### src/rtl/sim_uart_pkg.sv
`default_nettype none
// +----------------------------------------------------------------------------+
// | sim_uart_pkg : shared types and constants for the UART receive monitor     |
// | Revision     : 1.0                                                         |
// +----------------------------------------------------------------------------+
package sim_uart_pkg;

  typedef enum logic [2:0] {
    IDLE      = 3'd0,
    START     = 3'd1,
    DATA      = 3'd2,
    STOP      = 3'd3,
    WAIT_IDLE = 3'd4
  } rx_state_t;

  typedef logic [7:0] byte_t;

  // Clock cycles per bit, truncated.
  function automatic int DIV_CALC(input int clk_hz, input int baud);
    return clk_hz / baud;
  endfunction

endpackage
`default_nettype wire

### src/rtl/sim_uart_rx_chan.sv
`default_nettype none
// +----------------------------------------------------------------------------+
// | sim_uart_rx_chan : one monitored serial line (sync, framing FSM, FIFO)     |
// | Revision         : 1.0                                                     |
// +----------------------------------------------------------------------------+
module sim_uart_rx_chan
  import sim_uart_pkg::*;
#(
  parameter int DIV        = 108,
  parameter int FIFO_DEPTH = 16
) (
  input  logic       clk,
  input  logic       rst,
  input  logic       i_rx,
  input  logic       i_clr,
  input  logic       i_ready,
  output logic [7:0] o_data,
  output logic       o_valid,
  output logic       o_frame_err,
  output logic       o_overflow
);

  localparam int              c_aw       = $clog2(FIFO_DEPTH);
  localparam int              c_tw       = $clog2(DIV + 1);
  localparam logic [c_tw-1:0] c_full_bit = c_tw'(DIV);
  localparam logic [c_tw-1:0] c_half_bit = c_tw'(DIV / 2);
  localparam logic [c_tw-1:0] c_tick     = c_tw'(1);

  logic            r_sync1;
  logic            r_rx_s;
  rx_state_t       r_state;
  logic [c_tw-1:0] r_timer;
  logic [2:0]      r_bit_cnt;
  byte_t           r_shift;
  logic [c_aw:0]   r_wr_ptr;
  logic [c_aw:0]   r_rd_ptr;
  byte_t           r_mem [FIFO_DEPTH];
  byte_t           r_last;
  logic            r_frame_err;
  logic            r_overflow;

  logic w_tick, w_stop_smp, w_push, w_ferr;
  logic w_empty, w_full, w_pop, w_push_ok, w_drop;

  // Timer reaching 1 marks the sampling cycle, so the reload value is the full spacing.
  assign w_tick     = (r_timer == c_tick);
  assign w_stop_smp = (r_state == STOP) && w_tick;
  assign w_push     = w_stop_smp && r_rx_s;
  assign w_ferr     = w_stop_smp && !r_rx_s;

  assign w_empty   = (r_wr_ptr == r_rd_ptr);
  assign w_full    = (r_wr_ptr[c_aw] != r_rd_ptr[c_aw]) &&
                     (r_wr_ptr[c_aw-1:0] == r_rd_ptr[c_aw-1:0]);
  assign w_pop     = !w_empty && i_ready;
  assign w_push_ok = w_push && (!w_full || w_pop);
  assign w_drop    = w_push && w_full && !w_pop;

  always_ff @(posedge clk) begin
    if (rst) begin
      r_sync1   <= 1'b1;
      r_rx_s    <= 1'b1;
      r_state   <= IDLE;
      r_timer   <= '0;
      r_bit_cnt <= '0;
      r_shift   <= '0;
    end else begin
      r_sync1 <= i_rx;
      r_rx_s  <= r_sync1;
      case (r_state)
        IDLE: begin
          if (!r_rx_s) begin
            r_state   <= START;
            r_bit_cnt <= '0;
            r_timer   <= c_half_bit;
          end
        end
        START: begin
          if (w_tick) begin
            if (r_rx_s) begin
              r_state <= IDLE;
            end else begin
              r_state <= DATA;
              r_timer <= c_full_bit;
            end
          end else begin
            r_timer <= r_timer - c_tick;
          end
        end
        DATA: begin
          if (w_tick) begin
            r_shift   <= {r_rx_s, r_shift[7:1]};
            r_timer   <= c_full_bit;
            r_bit_cnt <= r_bit_cnt + 3'd1;
            if (r_bit_cnt == 3'd7) r_state <= STOP;
          end else begin
            r_timer <= r_timer - c_tick;
          end
        end
        STOP: begin
          if (w_tick) begin
            r_state <= r_rx_s ? IDLE : WAIT_IDLE;
          end else begin
            r_timer <= r_timer - c_tick;
          end
        end
        WAIT_IDLE: begin
          if (r_rx_s) r_state <= IDLE;
        end
        default: r_state <= IDLE;
      endcase
    end
  end

  always_ff @(posedge clk) begin
    if (w_push_ok) r_mem[r_wr_ptr[c_aw-1:0]] <= r_shift;
  end

  always_ff @(posedge clk) begin
    if (rst) begin
      r_wr_ptr    <= '0;
      r_rd_ptr    <= '0;
      r_last      <= '0;
      r_frame_err <= 1'b0;
      r_overflow  <= 1'b0;
    end else begin
      if (w_push_ok) r_wr_ptr <= r_wr_ptr + 1'b1;
      if (w_pop) begin
        r_rd_ptr <= r_rd_ptr + 1'b1;
        r_last   <= r_mem[r_rd_ptr[c_aw-1:0]];
      end
      // A new error in the same cycle as a clear keeps the flag set.
      if (w_ferr)     r_frame_err <= 1'b1;
      else if (i_clr) r_frame_err <= 1'b0;
      if (w_drop)     r_overflow  <= 1'b1;
      else if (i_clr) r_overflow  <= 1'b0;
    end
  end

  assign o_valid     = !w_empty;
  assign o_data      = w_empty ? r_last : r_mem[r_rd_ptr[c_aw-1:0]];
  assign o_frame_err = r_frame_err;
  assign o_overflow  = r_overflow;

endmodule
`default_nettype wire

### src/rtl/sim_uart_rx_monitor.sv
`default_nettype none
// +----------------------------------------------------------------------------+
// | sim_uart_rx_monitor : multi-channel UART RX monitor; console echo with     |
// |                       SIM_UART_PRINT_EN.  Revision : 1.0                   |
// +----------------------------------------------------------------------------+
module sim_uart_rx_monitor
  import sim_uart_pkg::*;
#(
  parameter int CHANNELS    = 1,
  parameter int CLK_FREQ_HZ = 12_500_000,
  parameter int BAUD        = 115200,
  parameter int FIFO_DEPTH  = 16
) (
  input  logic                  clk,
  input  logic                  rst,
  input  logic [CHANNELS-1:0]   i_rx,
  input  logic                  i_clr,
  output logic [8*CHANNELS-1:0] o_data,
  output logic [CHANNELS-1:0]   o_valid,
  input  logic [CHANNELS-1:0]   i_ready,
  output logic [CHANNELS-1:0]   o_frame_err,
  output logic [CHANNELS-1:0]   o_overflow
);

  localparam int c_div = DIV_CALC(CLK_FREQ_HZ, BAUD);

  if (c_div < 4) begin : g_bad_div
    $error("sim_uart_rx_monitor: CLK_FREQ_HZ/BAUD must be at least 4");
  end
  if ((FIFO_DEPTH < 2) || ((FIFO_DEPTH & (FIFO_DEPTH - 1)) != 0)) begin : g_bad_depth
    $error("sim_uart_rx_monitor: FIFO_DEPTH must be a power of two >= 2");
  end

  for (genvar n = 0; n < CHANNELS; n++) begin : g_chan
    sim_uart_rx_chan #(
      .DIV        (c_div),
      .FIFO_DEPTH (FIFO_DEPTH)
    ) u_chan (
      .clk         (clk),
      .rst         (rst),
      .i_rx        (i_rx[n]),
      .i_clr       (i_clr),
      .i_ready     (i_ready[n]),
      .o_data      (o_data[8*n +: 8]),
      .o_valid     (o_valid[n]),
      .o_frame_err (o_frame_err[n]),
      .o_overflow  (o_overflow[n])
    );

`ifdef SIM_UART_PRINT_EN
    logic r_line_start;
    always_ff @(posedge clk) begin
      if (rst) begin
        r_line_start <= 1'b1;
      end else begin
        if (u_chan.w_push_ok) begin
          if ((CHANNELS > 1) && r_line_start) $write("[uart%0d] ", n);
          $write("%c", u_chan.r_shift);
          r_line_start <= (u_chan.r_shift == 8'h0A);
        end
        if (u_chan.w_ferr) $display("sim_uart warning: framing error on channel %0d at %0t", n, $time);
        if (u_chan.w_drop) $display("sim_uart warning: overflow on channel %0d at %0t", n, $time);
      end
    end
`endif
  end

endmodule
`default_nettype wire

### config.mk
export PLATFORM = sky130hd
export DESIGN_NAME = sim_uart_rx_monitor
export DESIGN_NICKNAME = d
export VERILOG_FILES = /design/src/rtl/sim_uart_pkg.sv /design/src/rtl/sim_uart_rx_chan.sv /design/src/rtl/sim_uart_rx_monitor.sv
export SDC_FILE = /design/constraint.sdc
export NUM_CORES = 1
export LEC_CHECK = 0
export ABC_AREA = 1
export ABC_CLOCK_PERIOD_IN_PS = 4800
export BUFFER_PORTS_ARGS = -buffer_cell sky130_fd_sc_hd__buf_4
export CAP_MARGIN = 20
export CORE_MARGIN = 5
export CORE_UTILIZATION = 30
export DETAILED_ROUTE_END_ITERATION = 7
export SETUP_SLACK_MARGIN = 0.05
export SLEW_MARGIN = 25
export SYNTH_ARGS = -nofsm -noshare
export SYNTH_HDL_FRONTEND = slang
export SYNTH_SLANG_ARGS = --single-unit
export TNS_END_PERCENT = 50
### constraint.sdc
create_clock -name clk -period 4.8 [get_ports clk]
set_clock_uncertainty 0.2 [all_clocks]
set_input_delay 1.44 -clock clk [delete_from_list [all_inputs] [get_ports clk]]
set_output_delay 1.44 -clock clk [all_outputs]
set_load 0.005 [all_outputs]
==> results of run 1 <==
## routing by layer
layer  wire length, um  track usage (%)  vias to the layer above
met5                 0                0                        -
met3               858             3.41                       20
met2              7770             18.5                       98
li1                  -                -                     2555
met4               260             4.06                        0
met1              7620             15.7                     2416
## worst max-delay path, delay by kind of cell, from the launching register on
family / cells / cell delay, ns
compound gates: 3 / 0.35
simple gates: 4 / 0.42
flops: 1 / 0.68
buf+inv: 2 / 0.47
## power by group through the flow
stage | Combinational, W | Clock (W) | Sequential [W]
2_1_floorplan | 0.000544 | 0 | 0.00174
3_3_place_gp | 0.000650 | 0 | 0.00178
3_5_place_dp | 0.000655 | 0 | 0.00178
4_1_cts | 0.000658 | 0.00142 | 0.00174
5_1_grt | 0.000751 | 0.00149 | 0.00176
6_report | 0.000656 | 0.00140 | 0.00174
## sequential cells by signal, indices dropped and copies added (netlist names), named ones only
| register | flops |
|---|---|
| g_chan.u_chan.r_mem | 128 |
| g_chan.u_chan.r_last | 8 |
| g_chan.u_chan.r_shift | 8 |
| g_chan.u_chan.r_timer | 7 |
| g_chan.u_chan.r_rd_ptr | 5 |
| g_chan.u_chan.r_wr_ptr | 5 |
| g_chan.u_chan.r_bit_cnt | 3 |
| g_chan.u_chan.r_state | 3 |
| g_chan.u_chan.o_frame_err | 1 |
| g_chan.u_chan.o_overflow | 1 |
| g_chan.u_chan.r_rx_s | 1 |
| g_chan.u_chan.r_sync1 | 1 |
## metrics by stage
step | area [um^2] | power [W] | hold slack (ns) | cells | util [%]
finish | 8680 | 0.00380 | 0.216 | 1101 | 34.5
global route | 8680 | 0.00400 | 0.244 | 1101 | 34.5
CTS | 8680 | 0.00382 | 0.223 | 1101 | 34.5
detailed placement | 8080 | 0.00243 | 0.203 | 1069 | 32.1
global placement | 8080 | 0.00243 | 0.203 | 1069 | 32.1
floorplan | 7670 | 0.00228 | 0.189 | 754 | -
## cell type report
| class | instances | area [um^2] |
|---|---|---|
| Fill cell | 2467 | 16500 |
| Sequential cell | 175 | 4790 |
| Multi-Input combinational cell | 446 | 2350 |
| Clock buffer | 17 | 425 |
| Tap cell | 330 | 413 |
| Inverter | 98 | 373 |
| Clock inverter | 15 | 173 |
| Timing Repair Buffer | 20 | 163 |
## cells in the final DEF (no fill, tap or decap), drive strengths merged, types with 2 or more instances in the layout
cell type,Yosys,routed
edfxtp,128,128
a21oi,43,43
ha,9,9
clkinvlp,0,2
xnor2,5,5
nand3,74,74
dfxtp,47,47
inv,97,105
nor2,84,84
nand4,2,2
or2,2,2
clkbuf,12,17
buf,23,20
a22oi,2,2
nand2,123,123
clkinv,1,5
o21ai,50,50
o211ai,38,38
xor2,9,9
## worst max-delay path by stage
stage | from | end | cells past startpoint
2_1_floorplan | register | o_data[6] | 9
3_3_place_gp | register | o_data[7] | 9
3_5_place_dp | register | o_data[4] | 9
4_1_cts | register | o_data[4] | 9
5_1_grt | register | o_data[5] | 9
6_report | register | o_data[4] | 9
## cell families after synthesis
family	count (synthesis)	share of synthesized area [%]
AND/OR/NAND/NOR	286	17.1
flip-flops	175	62.4
AO/OA/AOI/OAI	137	10.4
buffers and inverters	133	7.06
XOR/XNOR	14	1.60
adder cells (fa/ha/maj)	9	1.47
==> results.sh, run 1 <==
export IMPL_status="completed"
export IMPL_diodes=0
export IMPL_drc=0
export IMPL_r2r_setup_slack_ns=2.00
export IMPL_clockPowerShare_pct=36.8
export IMPL_p_sw_w=0.00115
export IMPL_start_util_pct=30.5
export IMPL_clk_pin_slew_ns=0.07
export IMPL_min_period_ns=4.02
export IMPL_grt_pass1_wl_um=26500
export IMPL_ys_top_cells_by_area="edfxtp_1, dfxtp_1, nand2_1, nand3_1, inv_1"
export IMPL_rsz0062_at_grt="false"
export IMPL_drt_iter0_drc=530
export IMPL_io_buffers=15
export IMPL_peakVddDrop_uv=259
export IMPL_syn_instance_count=754
export IMPL_synth_largest_area_cell="edfxtp_1"
export IMPL_synthFlopType="edfxtp_1"
export IMPL_synth_edf_count=128
export IMPL_cp_data_required_time_ns=3.16
export IMPL_worstReg2RegStart="g_chan[0].u_chan.r_wr_ptr[2]"
export IMPL_fmax_ghz=0.249
export IMPL_synthDistinctLibCells=34
export IMPL_layout_setup_ws_ns=0.776
export IMPL_ys_seq_area_share_pct=62.4
export IMPL_critPathArrivalTime_ns=2.38
export IMPL_die_area_mm2=0.0289
export IMPL_synth_area_mm2=0.00767
export IMPL_cp_max_fo=56
export IMPL_setup_viol=0
export IMPL_grt_pass1_vias=4823
export IMPL_critPathLaunchType="register"
export IMPL_p_sw_share_pct=30.2
export IMPL_cts_hold_buf=0
export IMPL_synth_common_cells="edfxtp_1, nand2_1, inv_1"
export IMPL_routabilityCongestion=0.785
export IMPL_final_antenna_net_count=0
export IMPL_antenna_found_initial=0
export IMPL_clock_latency_ns=0.43
export IMPL_leakagePower_nw=3.28
export IMPL_areaGrowthSynthToFinish_pct=13.2
export IMPL_p_int_w=0.00265
export IMPL_clock_sinks=175
export IMPL_slowest_stage="dfxtp_4"
export IMPL_maxSlewHeadroom_pct=36.2
export IMPL_p_seq_share_pct=46.0
export IMPL_gr_total_overflow=0
export IMPL_grt_max_degree=57
export IMPL_yosysTopAreaCellShare_pct=50.1
export IMPL_hold_violations=0
export IMPL_fp_dieH_um=170
export IMPL_cts_resized=0
export IMPL_grt_usage_pct=11.8
export IMPL_num_io_pins=16
export IMPL_totalWireLength_um=16500
export IMPL_tns_ns=0
export IMPL_worst_pin_slew_ns=0.953
export IMPL_worstHoldStart="g_chan[0].u_chan.r_sync1"
export IMPL_clockBufferDepth=2
export IMPL_drive_gt1_share_pct=10.8
export IMPL_cp_end_kind="output pin"
export IMPL_firstDrtPassIters=4
export IMPL_viasPerCell=4.62
export IMPL_whs_path_depth=1
export IMPL_period_share_pct=83.8
export IMPL_hpwl_um=10800
export IMPL_yosysMostFrequentCell="edfxtp_1"
export IMPL_root_buffer="clkbuf_16"
export IMPL_core_mm2=0.0252
export IMPL_combPwrFrac_pct=17.3
export IMPL_synthArstFlopShare_pct=0
export IMPL_yosys_warnings=0
export IMPL_cts_tree="done"
export IMPL_die_w_um=170
export IMPL_pre_cts_slack_ns=1.22
export IMPL_cts_setup_buffers=0
export IMPL_row_count=58
export IMPL_nets=772
export IMPL_cp_cell_sequence="buf_4 -> a21oi_1 -> o21ai_0 -> nand3_1 -> nand3_1 -> nand2_1 -> nand2_1 -> o21ai_1 -> buf_4"
export IMPL_avgSynthCellArea_um2=10.2
export IMPL_criticalPathCategory="reg2out"
export IMPL_slowest_delay_ns=0.68
export IMPL_hold_class="reg2reg"
export IMPL_synth_net_count=768
export IMPL_h_tree_depth=4
export IMPL_p_per_area_mw_per_mm2=437
export IMPL_post_drt_wl_per_cell_um=15.0
export IMPL_hold_path_end="g_chan[0].u_chan.r_rx_s"
export IMPL_worst_r2r_cell_count=8
export IMPL_slew_viol_final=0
export IMPL_maxCapViolations=0
export IMPL_vias=5089
export IMPL_cts_made_buffers=17
export IMPL_ys_seq_elements=175
Note: power is estimated with default switching activity, not from simulation.
==> run 2: changes to the inputs <==
--- a/config.mk
+++ b/config.mk
@@ -5,8 +5,8 @@
 export SDC_FILE = /design/constraint.sdc
 export NUM_CORES = 1
 export LEC_CHECK = 0
-export ABC_AREA = 1
-export ABC_CLOCK_PERIOD_IN_PS = 4800
+export ABC_AREA = 0
+export ABC_CLOCK_PERIOD_IN_PS = 3300
 export BUFFER_PORTS_ARGS = -buffer_cell sky130_fd_sc_hd__buf_4
 export CAP_MARGIN = 20
 export CORE_MARGIN = 5
==> constraint.sdc (replaced) <==
create_clock -name clk -period 3.3 [get_ports clk]
set_clock_uncertainty 0.2 [all_clocks]
set_input_delay 0.99 -clock clk [delete_from_list [all_inputs] [get_ports clk]]
set_output_delay 0.99 -clock clk [all_outputs]
set_load 0.005 [all_outputs]
==> run 2 against run 1 <==
Compared with the run above: the flow now finishes with violations (setup timing); total power grew 17%; sequential power grew 35%; routed wire length shrank 8.7%; core utilization is 2.2 points higher; highest routed layer unchanged; setup slack lost 0.96 ns; final area decreased by 0.73%; clock power is 41% higher; cell count shrank 23%.
==> results.sh, run 2 <==
export IMPL_layout_commonest_cell="edfxtp_1"
export IMPL_gr_total_overflow=0
export IMPL_slowest_delay_ns=0.52
export IMPL_grt_usage_pct=11.7
export IMPL_min_period_ns=3.48
export IMPL_cts_made_buffers=17
export IMPL_drive_gt1_share_pct=28.5
export IMPL_maxCapViolations=0
export IMPL_largest_register_ffs=128
export IMPL_cp_num_buf_inv=3
export IMPL_h_tree_depth=4
export IMPL_peakVddDrop_uv=347
export IMPL_fmax_ghz=0.287
export IMPL_synth_common_cells="edfxtp_1, dfxtp_1, nand2_1"
export IMPL_worst_pin_slew_ns=0.672
export IMPL_cp_max_fo=7
export IMPL_worst_r2r_cell_count=8
export IMPL_setup_viol=8
export IMPL_hold_ws_ns=0.210
export IMPL_clock_sinks=175
export IMPL_ys_top_cells_by_area="edfxtp_1, dfxtp_1, mux4_2, nand2_1, a22oi_1"
export IMPL_root_buffer="clkbuf_16"
export IMPL_critPathLaunchType="register"
export IMPL_die_area_mm2=0.0270
export IMPL_synthArstFlopShare_pct=0
export IMPL_p_per_area_mw_per_mm2=513
export IMPL_synth_net_count=493
export IMPL_clk_pin_slew_ns=0.06
export IMPL_period_share_pct=105
export IMPL_status="finished with violations"
export IMPL_fill_cells=2170
export IMPL_final_cell_mix="edfxtp_1, nand2_1, dfxtp_1"
export IMPL_diodes=0
export IMPL_grt_pass1_wl_um=23700
export IMPL_num_io_pins=16
export IMPL_firstDrtPassIters=4
export IMPL_drt_iter0_drc=349
export IMPL_yosysMostFrequentCell="edfxtp_1"
export IMPL_row_count=56
export IMPL_vias=4156
export IMPL_cp_end_kind="output pin"
export IMPL_ys_seq_elements=175
export IMPL_cts_tree="done"
export IMPL_synthFlopType="edfxtp_1"
export IMPL_final_util_pct=36.7
export IMPL_io_buffers=15
export IMPL_synth_largest_area_cell="edfxtp_1"
export IMPL_final_antenna_net_count=0
export IMPL_yosys_warnings=0
export IMPL_yosysTopAreaCellShare_pct=53.7
export IMPL_layout_setup_ws_ns=-0.180
export IMPL_path_depth=7
export IMPL_whs_path_depth=1
export IMPL_maxSlewHeadroom_pct=55.2
export IMPL_ys_seq_area_share_pct=66.9
export IMPL_leakagePower_nw=2.84
export IMPL_areaGrowthSynthToFinish_pct=20.4
export IMPL_syn_instance_count=479
export IMPL_avgSynthCellArea_um2=14.9
export IMPL_hold_violations=0
export IMPL_routabilityCongestion=0.788
export IMPL_antenna_found_initial=0
export IMPL_cp_cell_sequence="buf_12 -> clkbuf_16 -> mux4_2 -> a22oi_2 -> nand2_1 -> mux2_4 -> buf_6"
export IMPL_criticalPathCategory="reg2out"
export IMPL_slew_viol_final=0
export IMPL_finalPower_w=0.00442
export IMPL_grt_pass1_vias=4154
export IMPL_path_delay_family="multiplexers"
export IMPL_hpwl_um=9610
export IMPL_totalWireLength_um=15100
export IMPL_synth_area_mm2=0.00716
export IMPL_start_util_pct=30.5
export IMPL_instances_no_fill=853
export IMPL_synth_edf_count=128
export IMPL_cp_data_required_time_ns=2.11
export IMPL_grt_max_degree=44
export IMPL_synthDistinctLibCells=52
export IMPL_rsz0062_at_grt="true"
export IMPL_core_mm2=0.0235
export IMPL_tns_ns=-1.24
export IMPL_critPathArrivalTime_ns=2.29
export IMPL_clockBufferDepth=2
export IMPL_violations="setup timing"
export IMPL_slowest_stage="mux4_2"
export IMPL_fp_dieH_um=164
export IMPL_nets=535
export IMPL_hold_class="reg2reg"
export IMPL_viasPerCell=4.87
export IMPL_post_drt_wl_per_cell_um=17.7
export IMPL_drc=0
export IMPL_dp_cells=814
export IMPL_die_w_um=164
export IMPL_clock_latency_ns=0.43
[run 2: cell count changes after synthesis, moves of 7 or more]
cell / before / now
inv_1: 96 / 9
nand2_1: 114 / 47
nand3_1: 72 / 15
nor2_1: 71 / 35
o211ai_1: 38 / 2
o21ai_0: 44 / 10
mux4_2: 0 / 32
a21oi_1: 43 / 22
a22oi_1: 2 / 18
buf_2: 18 / 6
mux2_2: 0 / 10
nor2_2: 10 / 1
nor3_1: 0 / 7
[run 2: final timing paths]
check	startpoint	slack [ns]	end
min	g_chan[0].u_chan.r_sync1	0.21	g_chan[0].u_chan.r_rx_s
min reg2reg	g_chan[0].u_chan.r_sync1	0.21	g_chan[0].u_chan.r_rx_s
max reg2reg	g_chan[0].u_chan.r_timer[1]	0.54	g_chan[0].u_chan.r_mem[1][1]
max	register	-0.18	o_data[5]
[run 2: cell type report]
class | count | area [um^2] | share of cell area [%]
Sequential cell | 175 | 4790 | 55.6
Timing Repair Buffer | 48 | 474 | 5.50
Inverter | 9 | 33.8 | 0.392
Tap cell | 319 | 399 | 4.63
Clock buffer | 17 | 425 | 4.94
Multi-Input combinational cell | 270 | 2330 | 27.0
Clock inverter | 15 | 171 | 1.99
[run 2: repair_timing]
item / in CTS / in global routing
resized for setup: 21 / 12
hold buffers: 0 / 0
setup endpoints to repair: 8 / 8
gates cloned: 2 / 1
setup buffers: 3 / 2
pin swaps: 11 / 8
[run 2: worst reg2reg max path: stages, from the launching register on]
cell and delay (ns):
dfxtp_1 0.35, inv_1 0.10, ha_1 0.20, nor4b_4 0.40, nand4_2 0.27, a21oi_2 0.34
nand2_1 0.18, nor3_1 0.18, buf_4 0.25
[run 2: routing by layer]
layer	track usage [%]	vias to the layer above	part of all wire [%]	wire (um)
li1	-	1916	-	-
met1	15.6	2124	44	6620
met2	18.9	103	49	7430
met3	3.47	13	5.9	892
met4	2.61	0	0.84	127
met5	0	-	0	0
[run 2: cell families (layout without fill, tap and decap cells)]
| family | count (synthesis) | count (layout) | synth area share, % |
|---|---|---|---|
| muxes | 44 | 44 | 11.9 |
| AOI/OAI and AO/OA | 73 | 73 | 6.96 |
| xor gates and xnor gates | 14 | 14 | 1.82 |
| DFF | 175 | 175 | 66.9 |
| adders and majority gates | 9 | 9 | 1.57 |
| and+or+nand+nor | 130 | 130 | 8.76 |
| buffers and inverters | 34 | 89 | 2.10 |
[run 2: power breakdown]
part	switching [W]	total, W	internal, W
combinational	0.0000544	0.0000917	0.0000373
clock	0.000901	0.00198	0.00108
sequential	0.0000169	0.00235	0.00234
[run 2: per-stage QoR]
step,setup slack (ns),instance area (um^2)
after floorplan,0.379,7160
after global placement,0.123,7780
after detailed placement,0.123,7780
after CTS,-0.233,8550
after global routing,-0.262,8620
final,-0.180,8620
==> run 3: changes to the inputs <==
--- a/config.mk
+++ b/config.mk
@@ -16,5 +16,6 @@
 export SLEW_MARGIN = 25
 export SYNTH_ARGS = -nofsm -noshare
 export SYNTH_HDL_FRONTEND = slang
+export SYNTH_HIERARCHICAL = 1
 export SYNTH_SLANG_ARGS = --single-unit
-export TNS_END_PERCENT = 50
+export TNS_END_PERCENT = 10
==> run 3 against run 2 <==
Compared with the run above: clock power hardly changed; non-clock buffer count up 32; critical endpoint is now o_data[0]; routed wire length grew 2.8%; count of clock-buffer cells in the layout increased by 2; highest routed layer unchanged; critical path depth rose by 1; total power is 0.79% higher; critical path type unchanged; the flow still finishes with violations (setup timing); register-to-register slack worse by 0.74 ns; hold slack improved by 0.0086 ns.
==> results.sh, run 3 <==
export IMPL_status="finished with violations"
export IMPL_violations="setup timing"
export IMPL_die_w_um=165
export IMPL_row_count=56
export IMPL_layout_commonest_cell="edfxtp_1"
export IMPL_avgSynthCellArea_um2=14.9
export IMPL_p_sw_w=0.00101
export IMPL_slew_viol_final=0
export IMPL_root_buffer="clkbuf_16"
export IMPL_yosys_warnings=6
export IMPL_drive_gt1_share_pct=34.6
export IMPL_clk_pin_slew_ns=0.06
export IMPL_totalWireLength_um=15500
export IMPL_start_util_pct=30.6
export IMPL_leakagePower_nw=3.05
export IMPL_antenna_found_initial=0
export IMPL_h_tree_depth=4
export IMPL_die_area_mm2=0.0273
export IMPL_layout_setup_ws_ns=-0.257
export IMPL_grt_pass1_wl_um=24700
export IMPL_largest_register_ffs=128
export IMPL_nets=573
export IMPL_ys_seq_elements=175
export IMPL_final_util_pct=38.4
export IMPL_cp_end_kind="output pin"
export IMPL_clock_sinks=175
export IMPL_p_sw_share_pct=22.7
export IMPL_drt_iter0_drc=205
export IMPL_p_seq_share_pct=52.8
export IMPL_rsz0062_at_grt="true"
export IMPL_vias=4319
export IMPL_criticalPathCategory="reg2out"
export IMPL_critPathArrivalTime_ns=2.37
export IMPL_grt_pass1_vias=4423
export IMPL_hold_violations=0
export IMPL_grt_max_degree=50
export IMPL_cp_max_fo=6
export IMPL_post_drt_wl_per_cell_um=17.4
export IMPL_ys_seq_area_share_pct=66.2
export IMPL_io_buffers=15
export IMPL_min_period_ns=3.56
export IMPL_synth_common_cells="edfxtp_1, dfxtp_1, nand2_1"
export IMPL_placed_area_mm2=0.00789
export IMPL_gr_total_overflow=0
export IMPL_setup_viol=10
export IMPL_routabilityCongestion=0.787
export IMPL_cp_data_required_time_ns=2.11
export IMPL_grt_usage_pct=12.0
export IMPL_p_per_area_mw_per_mm2=491
export IMPL_areaGrowthSynthToFinish_pct=25.5
export IMPL_num_io_pins=16
export IMPL_synth_net_count=499
export IMPL_cts_made_buffers=17
export IMPL_ys_top_cells_by_area="edfxtp_1, dfxtp_1, mux4_2, nand2_1, nor2_1"
export IMPL_clock_latency_ns=0.44
export IMPL_synthArstFlopShare_pct=0
export IMPL_worst_pin_slew_ns=0.876
export IMPL_hpwl_um=9640
export IMPL_drc=0
export IMPL_critPathLaunchType="register"
export IMPL_period_share_pct=108
export IMPL_fill_cells=2172
export IMPL_design_area_mm2=0.00907
export IMPL_synth_edf_count=128
export IMPL_hold_class="reg2reg"
export IMPL_cts_tree="done"
export IMPL_maxCapViolations=0
export IMPL_fmax_ghz=0.281
export IMPL_core_mm2=0.0236
export IMPL_synth_largest_area_cell="edfxtp_1"
export IMPL_clockBufferDepth=2
export IMPL_maxSlewHeadroom_pct=41.4
export IMPL_fp_dieH_um=165
export IMPL_syn_instance_count=485
export IMPL_final_cell_mix="edfxtp_1, buf_4, dfxtp_1"
export IMPL_yosysTopAreaCellShare_pct=53.2
export IMPL_synthFlopType="edfxtp_1"
export IMPL_diodes=0
export IMPL_p_int_w=0.00345
export IMPL_synth_area_mm2=0.00723
export IMPL_viasPerCell=4.85
export IMPL_final_antenna_net_count=0
export IMPL_pre_cts_slack_ns=0.0872
export IMPL_combPwrFrac_pct=2.6
export IMPL_synthDistinctLibCells=55
export IMPL_hold_ws_ns=0.218
export IMPL_yosysMostFrequentCell="edfxtp_1"
export IMPL_clockPowerShare_pct=44.6
export IMPL_peakVddDrop_uv=375
export IMPL_firstDrtPassIters=4
## run 3: changes by cell type in the layout (fill, tap and decap cells not counted), sizes merged, moves of 4 or more
cell    before  now
buf         47   80
nor3         7   13
a21oi       23   27
nand2b       3    7
o21ai       10    6
or3          4    0
## run 3: timing repair
item / 4_1_cts / 5_1_grt
gates resized for setup: 32 / 25
endpoints found under the setup margin: 8 / 11
hold buffers: 0 / 0
gates cloned: 4 / 0
buffers inserted: 30 / 2
pin swaps: 12 / 7
## run 3: routing by layer
layer | up-vias | track usage, % | wire length (um)
met5 | - | 0 | 0
met4 | 0 | 4.12 | 171
met3 | 17 | 3.08 | 592
met2 | 81 | 20.3 | 8160
met1 | 2211 | 15.1 | 6590
li1 | 2010 | - | -
## run 3: final cells by class
type                       instances  area, um^2  share of cell area (%)
multi-input combinational        279        2450                    27.0
tap                              319         399                    4.40
clock inverter                    13         136                    1.50
sequential                       175        4790                    52.8
timing repair buffer              80         822                    9.06
inverter                           6        22.5                   0.248
clock buffer                      19         458                    5.05
## run 3: critical path, stage by stage, from the launching register on
cell     delay, ns
dfxtp_4       0.39
buf_12        0.16
buf_6         0.10
mux4_2        0.51
a22oi_2       0.18
buf_4         0.15
nand2_2       0.05
mux2_4        0.27
buf_6         0.12
## run 3: final timing paths
check	start	cells past startpoint	to	slack [ns]
setup / recovery	register	8	o_data[0]	-0.26
hold / removal	g_chan[0].u_chan/r_sync1	1	g_chan[0].u_chan/r_rx_s	0.22
setup reg to reg	register	20	g_chan[0].u_chan/r_last[7]	-0.20
hold reg to reg	g_chan[0].u_chan/r_sync1	1	g_chan[0].u_chan/r_rx_s	0.22
## run 3: power groups by stage
stage	clock network [W]	logic (W)	registers (W)
final	0.00199	0.000116	0.00236
after global routing	0.00214	0.000128	0.00236
after CTS	0.00202	0.000116	0.00236
after detailed placement	0	0.000116	0.00241
after global placement	0	0.000112	0.00241
after floorplan	0	0.0000971	0.00240
## run 3: kinds of logic (layout without fill, tap and decap cells)
logic type / Yosys count / after routing / share of synthesized area, %
compound gates: 68 / 68 / 6.66
xor+xnor: 14 / 14 / 1.70
fa+ha+maj: 9 / 9 / 1.56
buf+inv: 31 / 118 / 1.85
flops: 175 / 175 / 66.2
mux: 46 / 46 / 12.2
simple gates: 142 / 142 / 9.87
## run 3: through the flow
stage	TNS (ns)	total power, W	cells
floorplan	0	0.00250	485
global placement	0	0.00252	823
detailed placement	0	0.00252	823
CTS	-2.44	0.00449	889
global route	-2.99	0.00462	891
finish	-2.17	0.00446	891
